File: config.mk
export PLATFORM = sky130hd
export DESIGN_NAME = alu_issue_ctrl
export DESIGN_NICKNAME = d
export VERILOG_FILES = /design/src/rtl/alu_issue_ctrl.sv
export SDC_FILE = /design/constraint.sdc
export NUM_CORES = 1
export LEC_CHECK = 0
export ABC_CLOCK_PERIOD_IN_PS = 13600
export CORE_AREA = 8 8 149 151
export CTS_BUF_LIST = sky130_fd_sc_hd__clkbuf_8
export DETAILED_ROUTE_END_ITERATION = 12
export DIE_AREA = 0 0 157 159
export HOLD_SLACK_MARGIN = 0.08
export MAX_ROUTING_LAYER = met4
export PLACE_DENSITY = 0.84
export SLEW_MARGIN = 0
export SYNTH_ARGS = -nofsm -noshare
export SYNTH_HDL_FRONTEND = slang
export SYNTH_SLANG_ARGS = --single-unit
File: constraint.sdc
create_clock -name clk -period 13.6 [get_ports clk]
set_clock_uncertainty 0.05 [all_clocks]
set_input_delay 2.04 -clock clk [delete_from_list [all_inputs] [get_ports clk]]
set_output_delay 2.04 -clock clk [all_outputs]
set_load 0.01 [all_outputs]
File: src/rtl/alu_issue_ctrl.sv
// Issue controller for a combinational ALU: registers operands/op, waits the op-dependent
// settle time, then captures the result and returns it over a valid/ready response channel.
module alu_issue_ctrl #(
  parameter int WORD_SIZE    = 64,
  parameter int MULTI_CYCLES = 4
) (
  input  logic                 clk,
  input  logic                 reset,
  input  logic                 req_valid,
  output logic                 req_ready,
  input  logic [3:0]           req_op,
  input  logic [WORD_SIZE-1:0] req_a,
  input  logic [WORD_SIZE-1:0] req_b,
  output logic [WORD_SIZE-1:0] alu_a,
  output logic [WORD_SIZE-1:0] alu_b,
  output logic [3:0]           alu_op,
  input  logic [WORD_SIZE-1:0] alu_out,
  output logic                 rsp_valid,
  input  logic                 rsp_ready,
  output logic [WORD_SIZE-1:0] rsp_result,
  output logic                 rsp_zero,
  output logic                 rsp_err,
  output logic                 busy
);

  typedef enum logic [1:0] {IDLE, SETTLE, RESP} state_t;

  localparam logic [3:0] OP_MUL     = 4'd2;
  localparam logic [3:0] OP_DIV     = 4'd4;
  localparam logic [3:0] OP_MOD     = 4'd5;
  localparam logic [3:0] OP_EQ      = 4'd10;
  localparam logic [3:0] OP_NEQ     = 4'd11;
  localparam logic [3:0] MULTI_LOAD = 4'(MULTI_CYCLES - 1);

  state_t               state_q, state_d;
  logic [3:0]           cnt_q, cnt_d;
  logic [3:0]           op_q, op_d;
  logic                 divz_q, divz_d;
  logic [WORD_SIZE-1:0] alu_a_q, alu_a_d;
  logic [WORD_SIZE-1:0] alu_b_q, alu_b_d;
  logic [3:0]           alu_op_q, alu_op_d;
  logic [WORD_SIZE-1:0] result_q, result_d;
  logic                 zero_q, zero_d;
  logic                 err_q, err_d;

  logic                 accept;
  logic                 req_is_div;
  logic                 req_is_multi;
  logic                 req_divz;
  logic [WORD_SIZE-1:0] captured;

  assign req_ready    = (state_q == IDLE) || ((state_q == RESP) && rsp_ready);
  assign accept       = req_valid && req_ready;
  assign req_is_div   = (req_op == OP_DIV) || (req_op == OP_MOD);
  assign req_is_multi = req_is_div || (req_op == OP_MUL);
  assign req_divz     = req_is_div && (req_b == '0);

  // The ALU's own NEQ is unreliable, so NEQ runs as EQ and bit 0 is inverted here.
  assign captured = (op_q == OP_NEQ) ? {{(WORD_SIZE-1){1'b0}}, ~alu_out[0]} : alu_out;

  always_comb begin
    state_d  = state_q;
    cnt_d    = cnt_q;
    op_d     = op_q;
    divz_d   = divz_q;
    alu_a_d  = alu_a_q;
    alu_b_d  = alu_b_q;
    alu_op_d = alu_op_q;
    result_d = result_q;
    zero_d   = zero_q;
    err_d    = err_q;

    case (state_q)
      IDLE: begin
        if (accept) state_d = SETTLE;
      end
      SETTLE: begin
        if (cnt_q != 4'd0) begin
          cnt_d = cnt_q - 4'd1;
        end else begin
          state_d = RESP;
          if (divz_q) begin
            result_d = '1;
            zero_d   = 1'b0;
            err_d    = 1'b1;
          end else begin
            result_d = captured;
            zero_d   = (captured == '0);
            err_d    = 1'b0;
          end
        end
      end
      RESP: begin
        if (rsp_ready) state_d = req_valid ? SETTLE : IDLE;
      end
      default: state_d = IDLE;
    endcase

    // Accept actions are shared by the IDLE and back-to-back RESP paths.
    if (accept) begin
      alu_a_d  = req_a;
      alu_b_d  = req_b;
      alu_op_d = (req_op == OP_NEQ) ? OP_EQ : req_op;
      op_d     = req_op;
      divz_d   = req_divz;
      cnt_d    = (req_is_multi && !req_divz) ? MULTI_LOAD : 4'd0;
    end
  end

  always_ff @(posedge clk or posedge reset) begin
    if (reset) begin
      state_q  <= IDLE;
      cnt_q    <= 4'd0;
      op_q     <= 4'd0;
      divz_q   <= 1'b0;
      alu_a_q  <= '0;
      alu_b_q  <= '0;
      alu_op_q <= 4'd0;
      result_q <= '0;
      zero_q   <= 1'b1;
      err_q    <= 1'b0;
    end else begin
      state_q  <= state_d;
      cnt_q    <= cnt_d;
      op_q     <= op_d;
      divz_q   <= divz_d;
      alu_a_q  <= alu_a_d;
      alu_b_q  <= alu_b_d;
      alu_op_q <= alu_op_d;
      result_q <= result_d;
      zero_q   <= zero_d;
      err_q    <= err_d;
    end
  end

  assign alu_a      = alu_a_q;
  assign alu_b      = alu_b_q;
  assign alu_op     = alu_op_q;
  assign rsp_valid  = (state_q == RESP);
  assign rsp_result = result_q;
  assign rsp_zero   = zero_q;
  assign rsp_err    = err_q;
  assign busy       = (state_q != IDLE);

endmodule

# Word level (Yosys, flattened, before mapping)
# Index checks and enable logic that the tools add are counted.
[totals]
regBits = 209
input_bits = 200
out_inout_bits = 201
elab_cells = 55
[classes]
n_addsub = 1
n_eq_ne = 10
mux = 14
bitwise = 2
n_reduce_logical = 18
[op_table]
columns = ["operator", "n"]
rows = [
  ["zero test 64 bit", 2],
  ["two-way mux 64 bit", 2],
  ["two-way mux 4 bit", 4],
  ["equality test 4 x 3 -> 1 bit, second input constant", 2],
  ["equality test 4 bit, second input constant", 2],
  ["two-way mux 2 bit", 4],
  ["case mux 2 bit (3 select lines)", 1],
  ["nonzero test 2 bit", 3],
  ["equality test 4 x 2 -> 1 bit, second input constant", 1],
  ["logical AND 1 bit", 4],
  ["!= test 2 bit, second input constant", 2],
  ["AND reduction 2 bit", 2],
  ["nonzero test 4 bit", 1],
  ["subtractor 4 x 1 -> 4 bit, second input constant", 1],
  ["logical OR 1 bit", 3],
  ["two-way mux 1 bit", 3],
  ["AND reduction 3 bit", 1],
  ["equality test 2 x 1 -> 1 bit, second input constant", 1],
  ["equality test 2 bit, second input constant", 1],
  ["zero test 2 bit", 1],
  ["!= test 2 x 1 -> 1 bit, second input constant", 1],
  ["NOT 1 bit", 2],
  ["zero test 1 bit", 1],
]

# Depth between registers and ports, before layout
# Gate-level depths: netlist of the first run.
[depth]
word_depth = 7
depth_mapped = 7
mapped_depth_nobuf = 6

# Worst setup path after synthesis of the first run
# Ideal clock, no wire load.
[synth_timing]
kind = "input to output"
start = "input rsp_ready"
end = "output req_ready"
arrival_ns = 2.406
t_required_ns = 11.510
slack_ns = 9.104
stages = 2
path_buffers = 0
path_cell_list = "nand2b_1 nor2b_1"
[synth_via]
elab_chain_len = 2
[synth_rtl]
columns = ["element", "line_no", "text"]
rows = [
  ["start: declaration", "19", "input logic rsp_ready,"],
  ["logical AND 1 bit", "52", "assign req_ready = (state_q == IDLE) || ((state_q == RESP) && rsp_ready);"],
  ["logical OR 1 bit", "52", ""],
  ["end: declaration", "10", "output logic req_ready,"],
]
# Every way passes these cells.

# Final worst setup path of the first run
# Ends and elaborated chain as after synthesis.

==> out/results.ini, run 1 <==
[placement]
gp_routability_congestion = 0.883
pre_cts_ws_ns = 7.98
port_buffers = 400
post-dp-hpwl_mm = 23.1

[logic_synthesis]
syn_inst = 956
synth_enable_flop_cells = 0
synth-async-reset-ratio_pct = 100
post_synth.cell_area_avg_um2 = 8.86
seq_total_area_yosys_pct = 61.7
synth.ff_latch_count = 209
synthesis.nets = 1158
synthesis_warning_total = 0
synth_area_um2 = 8470
synth_flop_cell = dfrtp_1
yosysUniqueCellTypes = 38

[timing]
final-hold-violation-count = 0
slew_viol_final = 0
setup_tns_ns = 0
final_min_period_over_clock_period_pct = 41.3
tightest_slew_ns = 1.07
max_clock_freq_mhz = 178
final.setup.worst_slack_ns = 7.98
slew_headroom_pct = 28.7
setup_viol = 0
grt_setup_unrepaired = no
post-route-min-period_ns = 5.62

[clock_tree]
clk_latency_ns = 0.52
h-tree-depth = 2
ctsRootBufferMaster = clkbuf_8
cts_hold_repair.buffers = 0
clk_transition_reported_paths_ns = 0.05
cts_inserted_buffers = 38
numClockSinks = 209
ctsResizeCount = 0
cts_tree = yes
cts-root-to-sink-buffers = 3
number_of_buffers_inserted_to_repair_setup_after_cts = 0

[critical_path]
worstSetupEndpointType = primary output
r2r-start = state_q[0]
reg2regPathDepth = 5
start_kind = input port
worst-path-max-fanout = 5
worst-endpoint-required_ns = 11.51
timing.reg2reg.setup_slack_ns = 10.92
critPathTopFamily = buffers and inverters
crit_buf_inv = 2
r2r_end = cnt_q[1]
cp_common_cell = clkdlybuf4s50_1
critPathKind = in -> out
worst_path_largest_cell_delay_ns = 0.55
path_cells = clkdlybuf4s50_1, nand2b_1, nor2b_1, clkdlybuf4s50_1
worstSetupPathDepth = 4
cpMaxStageDelayCell = clkdlybuf4s50_1
arrival_ns = 3.53

[global_routing]
grt.overflow.total = 0
globalRouteTotalUtil_pct = 25.5
antenna_found_initial = 5
grt_start_max_net_pins = 143
grt_first_pass_wirelength_mm = 47.9
vias_in_the_first_global_route = 8749

[layout]
finish.net_count = 1545
layout-drive-gt1-share_pct = 5.19
layout.core_utilization_pct = 67.5
syn2layout_area_growth_pct = 58.1

[detailed_routing]
vias = 8281
initialDrtViolationCount = 529
route.antenna.remaining_nets = 0
avgViaCountPerCell = 5.04
1st_pass_router_iterations = 4
wirelength_routed_mm = 31.6
post-route-drc-count = 0
drt-wirelength-per-cell_um = 19.2

[pwr]
p_per_area_nw_per_um2 = 227
leak_pwr_nw = 6.29
worst_ir_drop_vdd_mv = 0.145
fin_total_pwr_mw = 3.04

[die]
dieWidth_um = 157
fp.dieH_um = 159
design.portCount = 401
die_area_um2 = 25000
core_area_um2 = 19800
placement_rows = 52
floorplan.initialDensity_pct = 42.7

[flow_run]
timing.max_cap.violations = 0

[hold_path]
whs_path_depth = 2
hold_path_class = reg -> reg
worst_hold_startpoint = op_q[2]
worstHoldEndpoint = op_q[2]

[outcome]
run_status = completed

==> per-layer routing <==
layer,wire (µm),up-vias,global-route usage (%)
li1,-,3888,-
met1,11500,3856,27.7
met2,14600,440,38.9
met3,3840,97,10.9
met4,1660,0,13.8
met5,0,-,-
==> synthesized netlist by cell type, types with 3 or more instances <==
cell	instances	area (µm²)
buf_2	14	70.1
a21oi_1	63	315
nand2_1	469	1760
nor3_1	4	20.0
nand4_1	8	50.1
clkbuf_1	42	158
nand3_1	8	40.0
nor4_1	31	194
or4_1	3	22.5
dfrtp_1	208	5200
inv_1	4	15.0
o21ai_0	66	330
nor2_1	5	18.8
==> metrics by stage <==
stage	instances	hold WS, ns	cell area (µm²)
after detailed placement	1573	0.405	12600
after CTS	1639	0.420	13400
after global placement	1573	0.399	12600
after floorplan	956	0.388	8470
after global routing	1644	0.437	13400
final	1644	0.418	13400
==> cell families after synthesis <==
| family | Yosys count | synth area share (%) |
|---|---|---|
| simple gates | 543 | 26.3 |
| fa+ha+maj | 2 | 0.295 |
| flops | 209 | 61.7 |
| compound gates | 134 | 8.08 |
| xor+xnor | 3 | 0.310 |
| buf+inv | 63 | 3.09 |
| mux | 2 | 0.251 |
==> where the power goes <==
| group | internal (mW) | switching (mW) |
|---|---|---|
| Sequential | 0.924 | 0.166 |
| Clock | 0.327 | 0.258 |
| Combinational | 0.688 | 0.676 |
==> flip-flops by register name (all words and copies together) (netlist names) <==
signal,count
rsp_err,1
rsp_zero,1
alu_a,64
cnt_q,4
alu_b,64
state_q,2
alu_op,4
rsp_result,64
divz_q,1
op_q,4
==> layout by cell type (no fill, tap or decap), types with 2 or more instances in the layout <==
| master | synthesis | final |
|---|---|---|
| nand3_1 | 8 | 8 |
| or2_2 | 2 | 2 |
| dfrtp_1 | 208 | 207 |
| clkdlybuf4s50_1 | 0 | 400 |
| nand4_1 | 8 | 8 |
| nor2_1 | 5 | 5 |
| or4_1 | 3 | 3 |
| inv_1 | 4 | 15 |
| nand2b_1 | 2 | 2 |
| a21oi_1 | 63 | 63 |
| nor4_1 | 31 | 31 |
| clkinv_2 | 0 | 3 |
| nor2b_1 | 2 | 2 |
| nor3_1 | 4 | 4 |
| o21ai_0 | 66 | 66 |
| xor2_1 | 2 | 2 |
| diode_2 | 0 | 5 |
| nand2_1 | 469 | 468 |
| buf_4 | 0 | 6 |
| clkbuf_8 | 0 | 50 |
| ha_1 | 2 | 2 |
==> worst min-delay path: cells and delay by family, from the launching register on <==
kind             cells  cell delay (ns)
and+or+nand+nor      2             0.11
DFF                  1             0.33
==> worst max-delay path by stage <==
stage | from | end | slack (ns)
floorplan | reset | alu_a[0] | 5.80
global route | rsp_ready | req_ready | 7.93
detailed placement | rsp_ready | req_ready | 7.98
global placement | rsp_ready | req_ready | 8.00
finish | rsp_ready | req_ready | 7.98
CTS | rsp_ready | req_ready | 7.98
==> cell type report <==
type	instances	area, µm²
Fill cell	1530	6440
Sequential cell	209	5230
Timing Repair Buffer	406	4050
Multi-Input combinational cell	684	2990
Clock buffer	50	688
Tap cell	270	338
Clock inverter	16	67.6
Inverter	4	22.5
Antenna cell	5	12.5
No activity file was read; power rests on OpenSTA's default activity.
==> inputs of run 2 (changes only) <==
==> config.mk (replaced) <==
export PLATFORM = sky130hd
export DESIGN_NAME = alu_issue_ctrl
export DESIGN_NICKNAME = d
export VERILOG_FILES = /design/src/rtl/alu_issue_ctrl.sv
export SDC_FILE = /design/constraint.sdc
export NUM_CORES = 1
export LEC_CHECK = 0
export ABC_CLOCK_PERIOD_IN_PS = 4900
export CORE_AREA = 8 8 159 161
export CTS_BUF_LIST = sky130_fd_sc_hd__clkbuf_8
export DETAILED_ROUTE_END_ITERATION = 12
export DIE_AREA = 0 0 167 169
export HOLD_SLACK_MARGIN = 0.08
export MAX_ROUTING_LAYER = met4
export PLACE_DENSITY = 0.77
export SLEW_MARGIN = 0
export SYNTH_ARGS = -nofsm -noshare
export SYNTH_HDL_FRONTEND = slang
export SYNTH_SLANG_ARGS = --single-unit
==> constraint.sdc (replaced) <==
create_clock -name clk -period 4.9 [get_ports clk]
set_clock_uncertainty 0.05 [all_clocks]
set_input_delay 0.735 -clock clk [delete_from_list [all_inputs] [get_ports clk]]
set_output_delay 0.735 -clock clk [all_outputs]
set_load 0.01 [all_outputs]
==> run 2 against run 1 <==
Register-to-register slack lost 8.2 ns. Die area increased by 13%. Largest power group unchanged. Setup slack worse by 6.1 ns. Non-clock buffer count rose by 2.
==> out/results.ini, run 2 (synthesis gave the netlist of run 1 again) <==
[pwr]
switching_share_pct = 36.4  ; was 36.2%
worst_ir_drop_vdd_mv = 0.353  ; was 0.145 mV
leak_pwr_nw = 6.25  ; was 6.29 nW
internal_power_mw = 5.24  ; was 1.94 mW
sequentialPowerShare_pct = 36.7  ; was 35.9%
pwr-share-clk_pct = 17.4  ; was 19.2%
fin_total_pwr_mw = 8.25  ; was 3.04 mW
comb_pwr_share_pct = 45.9  ; was 44.9%
power_switching_mw = 3.00  ; was 1.10 mW
p_per_area_nw_per_um2 = 618  ; was 227 nW/µm²

[die]
core_area_um2 = 22900  ; was 19800 µm²
placement_rows = 56  ; was 52
dieWidth_um = 167  ; was 157 µm
floorplan.initialDensity_pct = 37.0  ; was 42.7%
fp.dieH_um = 169  ; was 159 µm
die_area_um2 = 28200  ; was 25000 µm²
design.portCount = 401  ; unchanged

[timing]
tightest_slew_ns = 1.08  ; was 1.07 ns
final.setup.worst_slack_ns = 1.85  ; was 7.98 ns
slew_viol_final = 0  ; unchanged
slew_headroom_pct = 27.9  ; was 28.7%
setup_tns_ns = 0  ; unchanged
grt_setup_unrepaired = no  ; unchanged
max_clock_freq_mhz = 328
final-hold-violation-count = 0  ; unchanged
post-route-min-period_ns = 3.05
final_min_period_over_clock_period_pct = 62.2
setup_viol = 0  ; unchanged

[global_routing]
antenna_found_initial = 1  ; was 5
globalRouteTotalUtil_pct = 22.3  ; was 25.5%
grt.overflow.total = 0  ; unchanged
globalRoute.busiestLayer = met2  ; unchanged
grt_first_pass_wirelength_mm = 48.5  ; was 47.9 mm
grt_start_max_net_pins = 132  ; was 143
grtUsageMet3_pct = 9.53  ; was 10.9%
met2_usage_pct = 35.7  ; was 38.9%
met1_usage_pct = 24.9  ; was 27.7%
vias_in_the_first_global_route = 8639  ; was 8749

[placement]
pre_cts_ws_ns = 1.85  ; was 7.98 ns
port_buffers = 400  ; unchanged
numPlacedInstances = 1595  ; was 1573
post-dp-hpwl_mm = 23.2  ; was 23.1 mm
gp_routability_congestion = 0.907  ; was 0.883

[clock_tree]
clk_latency_ns = 0.51  ; was 0.52 ns
number_of_buffers_inserted_to_repair_setup_after_cts = 0  ; unchanged
cts-root-to-sink-buffers = 3  ; unchanged
cts_tree = yes  ; unchanged
cts_inserted_buffers = 36  ; was 38
clk_transition_reported_paths_ns = 0.06  ; was 0.05 ns
ctsResizeCount = 0  ; unchanged
numClockSinks = 209  ; unchanged
cts_hold_repair.buffers = 0  ; unchanged
ctsRootBufferMaster = clkbuf_8  ; unchanged
h-tree-depth = 2  ; unchanged

[layout]
syn2layout_area_growth_pct = 57.5  ; was 58.1%
layout.cells.most_common = nand2_1  ; unchanged
final_cell_mix = 468 x nand2_1, 400 x clkdlybuf4s50_1, 207 x dfrtp_1  ; unchanged
finish.net_count = 1545  ; unchanged
layout-drive-gt1-share_pct = 4.55  ; was 5.19%
final-instance-count-excl-fill = 1654  ; was 1644

[flow_run]
timing.max_cap.violations = 0  ; unchanged

[hold_path]
hold_path_class = reg -> reg  ; unchanged

[critical_path]
start_kind = input port  ; unchanged
worst-path-max-fanout = 5  ; unchanged
arrival_ns = 2.26  ; was 3.53 ns
worstSetupEndpointType = primary output  ; unchanged
cp_common_cell = clkdlybuf4s50_1  ; unchanged
critPathKind = in -> out  ; unchanged
worst-endpoint-required_ns = 4.12  ; was 11.51 ns
path_cells = clkdlybuf4s50_1, nand2b_1, nor2b_1, clkdlybuf4s50_1  ; unchanged
cpMaxStageDelayCell = clkdlybuf4s50_1  ; unchanged
worst_path_largest_cell_delay_ns = 0.56  ; was 0.55 ns

[detailed_routing]
route.antenna.remaining_nets = 0  ; unchanged
avgViaCountPerCell = 4.98  ; was 5.04
drt-wirelength-per-cell_um = 19.0  ; was 19.2 µm
post-route-drc-count = 0  ; unchanged
initialDrtViolationCount = 766  ; was 529
1st_pass_router_iterations = 5  ; was 4
vias = 8245  ; was 8281
wirelength_routed_mm = 31.5  ; was 31.6 mm

[outcome]
run_status = completed  ; unchanged

==> run 2: cell count changes in the layout (fill, tap and decap cells not counted), sizes merged <==
cell	before	now
diode	5	1
inv	16	19
clkinvlp	1	2
buf	6	8
clkbuf	50	41
clkinv	3	0
==> run 2: path summary, 6_finish.rpt <==
| check | from | to | slack [ns] | cells past startpoint |
|---|---|---|---|---|
| min | alu_op[0] | alu_op[0] | 0.42 | 2 |
| min reg2reg | alu_op[0] | alu_op[0] | 0.42 | 2 |
| max | rsp_ready | req_ready | 1.85 | 4 |
| max in group asynchronous | reset | alu_a[19] | 3.11 | 3 |
| max reg2reg | state_q[0] | rsp_err | 2.69 | 4 |
| min in group asynchronous | reset | alu_a[56] | 0.71 | 2 |
==> run 2: area by class of cell <==
class	instances	area, µm²
clock buffer	41	564
sequential	209	5230
clock inverter	17	72.6
fill	1936	9570
inverter	4	18.8
tap	290	363
antenna	1	2.50
timing repair buffer	408	4100
multi-input combinational	684	2990
==> run 2: stage by stage <==
step           hold WS, ns  utilization (%)  cell area [µm²]
2_1_floorplan        0.388                -             8480
3_3_place_gp         0.401             55.5            12700
3_5_place_dp         0.411             55.5            12700
4_1_cts              0.423             58.2            13300
5_1_grt              0.438             58.3            13300
6_report             0.419             58.3            13300
==> run 2: critical path, delay by kind of cell <==
family	cells	cell delay, ns
buffers and inverters	2	1.04
and+or+nand+nor	2	0.49
==> run 2: power by group through the flow <==
stage / registers, mW / clock network (mW) / logic [mW]
2_1_floorplan: 3.37 / 0 / 1.19
3_3_place_gp: 3.01 / 0 / 3.75
3_5_place_dp: 3.03 / 0 / 3.82
4_1_cts: 3.03 / 1.48 / 3.84
5_1_grt: 3.13 / 1.56 / 4.15
6_report: 3.03 / 1.44 / 3.78
==> run 2: per-layer routing <==
| layer | part of all wire (%) | vias up | wire, µm |
|---|---|---|---|
| met1 | 39 | 3902 | 12200 |
| met4 | 2.9 | 0 | 902 |
| met5 | 0 | - | 0 |
| met3 | 11 | 68 | 3480 |
| li1 | - | 3876 | - |
| met2 | 47 | 399 | 14900 |
==> inputs of run 3 (changes only) <==
==> config.mk (replaced) <==
export PLATFORM = sky130hd
export DESIGN_NAME = alu_issue_ctrl
export DESIGN_NICKNAME = d
export VERILOG_FILES = /design/src/rtl/alu_issue_ctrl.sv
export SDC_FILE = /design/constraint.sdc
export NUM_CORES = 1
export LEC_CHECK = 0
export ABC_CLOCK_PERIOD_IN_PS = 2900
export CORE_AREA = 8 8 152 154
export CTS_BUF_LIST = sky130_fd_sc_hd__clkbuf_8
export DETAILED_ROUTE_END_ITERATION = 12
export DIE_AREA = 0 0 160 162
export HOLD_SLACK_MARGIN = 0.08
export MAX_ROUTING_LAYER = met4
export PLACE_DENSITY = 0.81
export SLEW_MARGIN = 0
export SYNTH_ARGS = -nofsm -noshare
export SYNTH_HDL_FRONTEND = slang
export SYNTH_SLANG_ARGS = --single-unit
==> constraint.sdc (replaced) <==
create_clock -name clk -period 2.9 [get_ports clk]
set_clock_uncertainty 0.05 [all_clocks]
set_input_delay 0.435 -clock clk [delete_from_list [all_inputs] [get_ports clk]]
set_output_delay 0.435 -clock clk [all_outputs]
set_load 0.01 [all_outputs]
==> run 3 against run 2 <==
Core utilization increased by 7.3 points. Clock power is 89% higher. Sequential cell count unchanged. First-iteration DRC count fell by 36%. Setup slack worse by 1.3 ns. Die area decreased by 8.2%. Clock-buffer cell count rose by 5. Critical path depth unchanged. Hold slack got worse by 0.13 ns. Cell count hardly changed. Non-clock buffer count is 7 higher. Critical endpoint unchanged.
==> out/results.ini, run 3 (synthesis gave the netlist of run 1 again) <==
[timing]
tightest_slew_ns = 0.693  ; was 1.08 ns
setup_viol = 0  ; unchanged
max_clock_freq_mhz = 426
post-route-min-period_ns = 2.35
final-hold-violation-count = 0  ; unchanged
grt_setup_unrepaired = no  ; unchanged
slew_headroom_pct = 53.8  ; was 27.9%
slew_viol_final = 0  ; unchanged
final_min_period_over_clock_period_pct = 81.0

[detailed_routing]
post-route-drc-count = 0  ; unchanged
initialDrtViolationCount = 493  ; was 766
wl_met2_mm = 14.8  ; was 14.9 mm
detailroute.wirelength.met3_mm = 3.42  ; was 3.48 mm
drt-wirelength-per-cell_um = 19.2  ; was 19.0 µm
wirelength_routed_mm = 31.7  ; was 31.5 mm
1st_pass_router_iterations = 7  ; was 5
vias = 8268  ; was 8245
avgViaCountPerCell = 5.00  ; was 4.98
dr.max_layer_used = met4  ; unchanged
route.antenna.remaining_nets = 0  ; unchanged
drt-met1-wl_mm = 12.1  ; was 12.2 mm

[critical_path]
cpMaxStageDelayCell = clkdlybuf4s50_1  ; unchanged
worst-path-max-fanout = 5  ; unchanged
worstSetupEndpointType = primary output  ; unchanged
worst-endpoint-required_ns = 2.41  ; was 4.12 ns
critPathKind = in -> out  ; unchanged
path_cells = clkdlybuf4s50_1, nand2b_1, nor2b_1, clkdlybuf4s50_1  ; unchanged
arrival_ns = 1.86  ; was 2.26 ns
cp_common_cell = clkdlybuf4s50_1  ; unchanged
start_kind = input port  ; unchanged
worst_path_largest_cell_delay_ns = 0.54  ; was 0.56 ns

[clock_tree]
cts-root-to-sink-buffers = 3  ; unchanged
cts_tree = yes  ; unchanged
number_of_buffers_inserted_to_repair_setup_after_cts = 0  ; unchanged
clk_latency_ns = 0.51  ; about the same
ctsResizeCount = 0  ; unchanged
clk_transition_reported_paths_ns = 0.06  ; about the same
cts_inserted_buffers = 38  ; was 36
ctsRootBufferMaster = clkbuf_8  ; unchanged
cts_hold_repair.buffers = 0  ; unchanged
numClockSinks = 209  ; unchanged
h-tree-depth = 2  ; unchanged

[layout]
syn2layout_area_growth_pct = 59.9  ; was 57.5%
final-instance-count-excl-fill = 1655  ; was 1654
finish.net_count = 1554  ; was 1545
layout-drive-gt1-share_pct = 5.73  ; was 4.55%
fillers = 1629  ; was 1936
final_cell_mix = 468 x nand2_1, 400 x clkdlybuf4s50_1, 207 x dfrtp_1  ; unchanged
layout.core_utilization_pct = 65.5  ; was 58.3%
layout.cells.most_common = nand2_1  ; unchanged

[placement]
port_buffers = 400  ; unchanged
gp_routability_congestion = 0.873  ; was 0.907
numPlacedInstances = 1587  ; was 1595
post-dp-hpwl_mm = 23.5  ; was 23.2 mm

[global_routing]
grt_first_pass_wirelength_mm = 48.2  ; was 48.5 mm
antenna_found_initial = 2  ; was 1
grt.overflow.total = 0  ; unchanged
globalRouteTotalUtil_pct = 24.3  ; was 22.3%
grt_start_max_net_pins = 94  ; was 132
vias_in_the_first_global_route = 8707  ; was 8639

[pwr]
leak_pwr_nw = 6.36  ; was 6.25 nW
p_per_area_nw_per_um2 = 1060  ; was 618 nW/µm²
fin_total_pwr_mw = 14.3  ; was 8.25 mW
worst_ir_drop_vdd_mv = 0.693  ; was 0.353 mV

[die]
fp.dieH_um = 162  ; was 169 µm
dieWidth_um = 160  ; was 167 µm
die_area_um2 = 25900  ; was 28200 µm²
design.portCount = 401  ; unchanged
core_area_um2 = 20700  ; was 22900 µm²
placement_rows = 53  ; was 56
floorplan.initialDensity_pct = 41.0  ; was 37.0%

[hold_path]
hold_path_class = in -> async  ; was reg -> reg

[outcome]
run_status = completed  ; unchanged

[flow_run]
timing.max_cap.violations = 0  ; unchanged

## run 3: cell types whose count changed in the layout (fill, tap and decap cells not counted), sizes merged
| cell | change |
|---|---|
| bufinv | +1 |
| clkbuf | +5 |
| clkinv | +5 |
| diode | +1 |
| inv | -3 |
| buf | +7 |
## run 3: path summary, 6_finish.rpt
path,from,endpoint,slack [ns],cells after the start
hold reg to reg,alu_a[61],alu_a[61],0.42,2
setup / recovery,rsp_ready,req_ready,0.55,4
min in group clk,req_a[38],alu_a[38],0.39,3
hold / removal,reset,alu_a[50],0.29,2
max in group asynchronous,reset,alu_a[23],1.78,3
setup reg to reg,cnt_q[0],cnt_q[1],0.92,6
## run 3: metrics by stage
stage                     worst slack [ns]  setup TNS, ns  hold WS [ns]  instance area (µm²)
after detailed placement             0.490              0         0.411                12800
after global routing                 0.464              0         0.311                13600
final                                0.551              0         0.287                13600
after floorplan                     -0.298         -62.07         0.388                 8480
after global placement               0.492              0         0.405                12800
after CTS                            0.524              0         0.273                13500
## run 3: worst max-delay path: cells and delay by family
family	cells	cell delay, ns
buf+inv	2	1.01
simple gates	2	0.41
## run 3: area by class of cell
| cell class | instances | area [µm²] | area share, % |
|---|---|---|---|
| sequential | 209 | 5230 | 38.6 |
| multi-input combinational | 684 | 2990 | 22.1 |
| antenna | 2 | 5.00 | 0.0369 |
| clock buffer | 46 | 633 | 4.67 |
| inverter | 4 | 18.8 | 0.138 |
| timing repair buffer | 415 | 4220 | 31.1 |
| tap | 275 | 344 | 2.54 |
| clock inverter | 20 | 111 | 0.822 |
## run 3: per-layer routing
| metal | vias up | track usage [%] |
|---|---|---|
| li1 | 3903 | - |
| met1 | 3853 | 26.6 |
| met2 | 421 | 38.0 |
| met3 | 91 | 10.3 |
| met4 | 0 | 11.6 |
| met5 | - | - |
## run 3: report_power, final
group          switching, mW  internal [mW]  total (mW)
clock                   1.21           1.52        2.72
combinational           3.16           3.31        6.47
sequential             0.791           4.33        5.12
==> edit, RTL diff (flow settings as in run 3) <==
`result_q` no longer has a reset.
--- a/src/rtl/alu_issue_ctrl.sv
+++ b/src/rtl/alu_issue_ctrl.sv
@@ -116,7 +116,6 @@
       alu_a_q  <= '0;
       alu_b_q  <= '0;
       alu_op_q <= 4'd0;
-      result_q <= '0;
       zero_q   <= 1'b1;
       err_q    <= 1'b0;
     end else begin
@@ -127,10 +126,13 @@
       alu_a_q  <= alu_a_d;
       alu_b_q  <= alu_b_d;
       alu_op_q <= alu_op_d;
-      result_q <= result_d;
       zero_q   <= zero_d;
       err_q    <= err_d;
     end
+  end
+
+  always_ff @(posedge clk) begin
+    result_q <= result_d;
   end
 
   assign alu_a      = alu_a_q;
Function: differs if reset is asserted again (counterexample within 4 cycles, from zero or initial values and one cycle with reset high); with reset held inactive, the same outputs for 4 cycles.
==> edit against run 3 <==
Routed wire length is 3.1% lower. Power decreased by 11%. Sequential cell count unchanged. Worst setup slack gained 0.032 ns. Clock power fell by 6%. Synthesized area fell by 1.6%. Maximum frequency up 1.4%. Final area fell by 1.3%. Final cell count down 8.0%. Largest cell class unchanged.
==> edit: results (changes against run 3) <==
{
  "yosys-top-cells-area": "dfrtp_1, edfxtp_1, nand2_1",
  "placement.cell_area": {"value": 12700, "unit": "um2", "change": "-0.89%"},
  "first_global_vias": {"value": 8131, "change": "-6.6%"},
  "postSynth.asyncResetShare": {"value": 69.4, "unit": "%", "change": "-31 points"},
  "antenna_found_initial": {"value": 7, "change": "+5"},
  "routabilityCongestion": {"value": 0.854, "change": "-2.2%"},
  "p_leak": {"value": 6.18, "unit": "nW", "change": "-2.8%"},
  "worstHoldPathType": "input port to async pin",
  "status": "finished, final reports clean",
  "port_buffers": {"value": 400, "change": "unchanged"},
  "grt_first_pass_wirelength": {"value": 46000, "unit": "um", "change": "-4.6%"},
  "syn-num-nets": {"value": 1015, "change": "-12%"},
  "synth_seq_area_share": {"value": 66.5, "unit": "%", "change": "+4.8 points"},
  "worst_ir_drop_vdd": {"value": 0.641, "unit": "mV", "change": "-7.5%"},
  "grt_use_total": {"value": 23.5, "unit": "%", "change": "-0.79 points"},
  "reg2regPathDepth": {"value": 4, "change": "-2"},
  "arrival": {"value": 1.83, "unit": "ns", "change": "-0.03 ns"},
  "drive_above_1_share": {"value": 5.80, "unit": "%", "change": "+0.069 points"},
  "routed_wl": {"value": 30700, "unit": "um", "change": "-3.1%"},
  "detail_route.first_pass.iterations": {"value": 5, "change": "-2"},
  "num_vias": {"value": 7513, "change": "-9.1%"},
  "synth_edf_count": {"value": 64, "change": "+64"},
  "place.detailed.hpwl": {"value": 22700, "unit": "um", "change": "-3.1%"},
  "grt_max_degree": {"value": 95, "change": "+1.1%"},
  "netlist_top_cells_count": "nand2_1, dfrtp_1, edfxtp_1",
  "fillerInstances": {"value": 1606, "change": "-1.4%"},
  "tightest_slew": {"value": 0.700, "unit": "ns", "change": "+0.00743 ns"},
  "drt_iter0_markers": {"value": 514, "change": "+4.3%"}
}
[edit: cell count changes in the layout (fill, tap and decap cells not counted), sizes merged, moves of 4 or more]
cell / delta
a21o: +63
dfrtp: -64
nand2: -60
clkbuf: -4
diode: +5
a21oi: -63
inv: -4
o21ai: -64
edfxtp: +64
[edit: final timing paths]
kind                            start              to  slack [ns]
max                         rsp_ready       req_ready        0.58
min                             reset       alu_b[44]        0.36
max reg2reg                state_q[1]  rsp_result[20]        0.98
min reg2reg                  alu_b[4]        alu_b[4]        0.42
max in group asynchronous       reset       alu_a[45]        2.00
min in group clk             req_a[0]        alu_a[0]        0.41
[edit: worst min-delay path, stage by stage]
cell and delay, ns:
clkdlybuf4s50_1 0.44, clkinvlp_4 0.13, buf_12 0.29
[edit: cell families (layout without fill, tap and decap cells)]
group                    after synthesis  in the layout  share of synthesized area [%]
AO/OA/AOI/OAI                         70             70                           6.28
XOR/XNOR                               3              3                          0.315
adder cells (fa/ha/maj)                2              2                          0.300
buffers and inverters                 49            477                           2.58
flip-flops                           209            209                           66.5
multiplexers                           3              3                          0.390
other                                  0              7                              0
AND/OR/NAND/NOR                      477            477                           23.6
[edit: power breakdown]
part           internal (mW)  switching, mW
sequential              4.30          0.607
clock                   1.39           1.16
combinational           2.73           2.63
[edit: cell type report]
class | count | share of cell area [%]
Clock inverter | 16 | 0.664
Clock buffer | 42 | 4.32
Timing Repair Buffer | 414 | 31.3
Multi-Input combinational cell | 555 | 19.3
Inverter | 5 | 0.168
Sequential cell | 209 | 41.5
Antenna cell | 7 | 0.131
Tap cell | 275 | 2.57
[edit: metrics by stage]
stage / instances / utilization (%) / setup slack [ns] / total power, mW
6_report: 1523 / 64.6 / 0.582 / 12.8
5_1_grt: 1523 / 64.6 / 0.513 / 13.6
4_1_cts: 1516 / 64.6 / 0.556 / 13.0
3_5_place_dp: 1458 / 61.3 / 0.357 / 10.3
3_3_place_gp: 1458 / 61.3 / 0.342 / 10.2
2_1_floorplan: 813 / - / 0.407 / 7.05
[edit: routing by layer]
layer	global-route usage, %	wire [um]	vias to the layer above
li1	-	-	3501
met1	24.2	10800	3557
met2	38.7	15400	386
met3	9.95	3360	69
met4	10.8	1180	0
met5	-	0	-
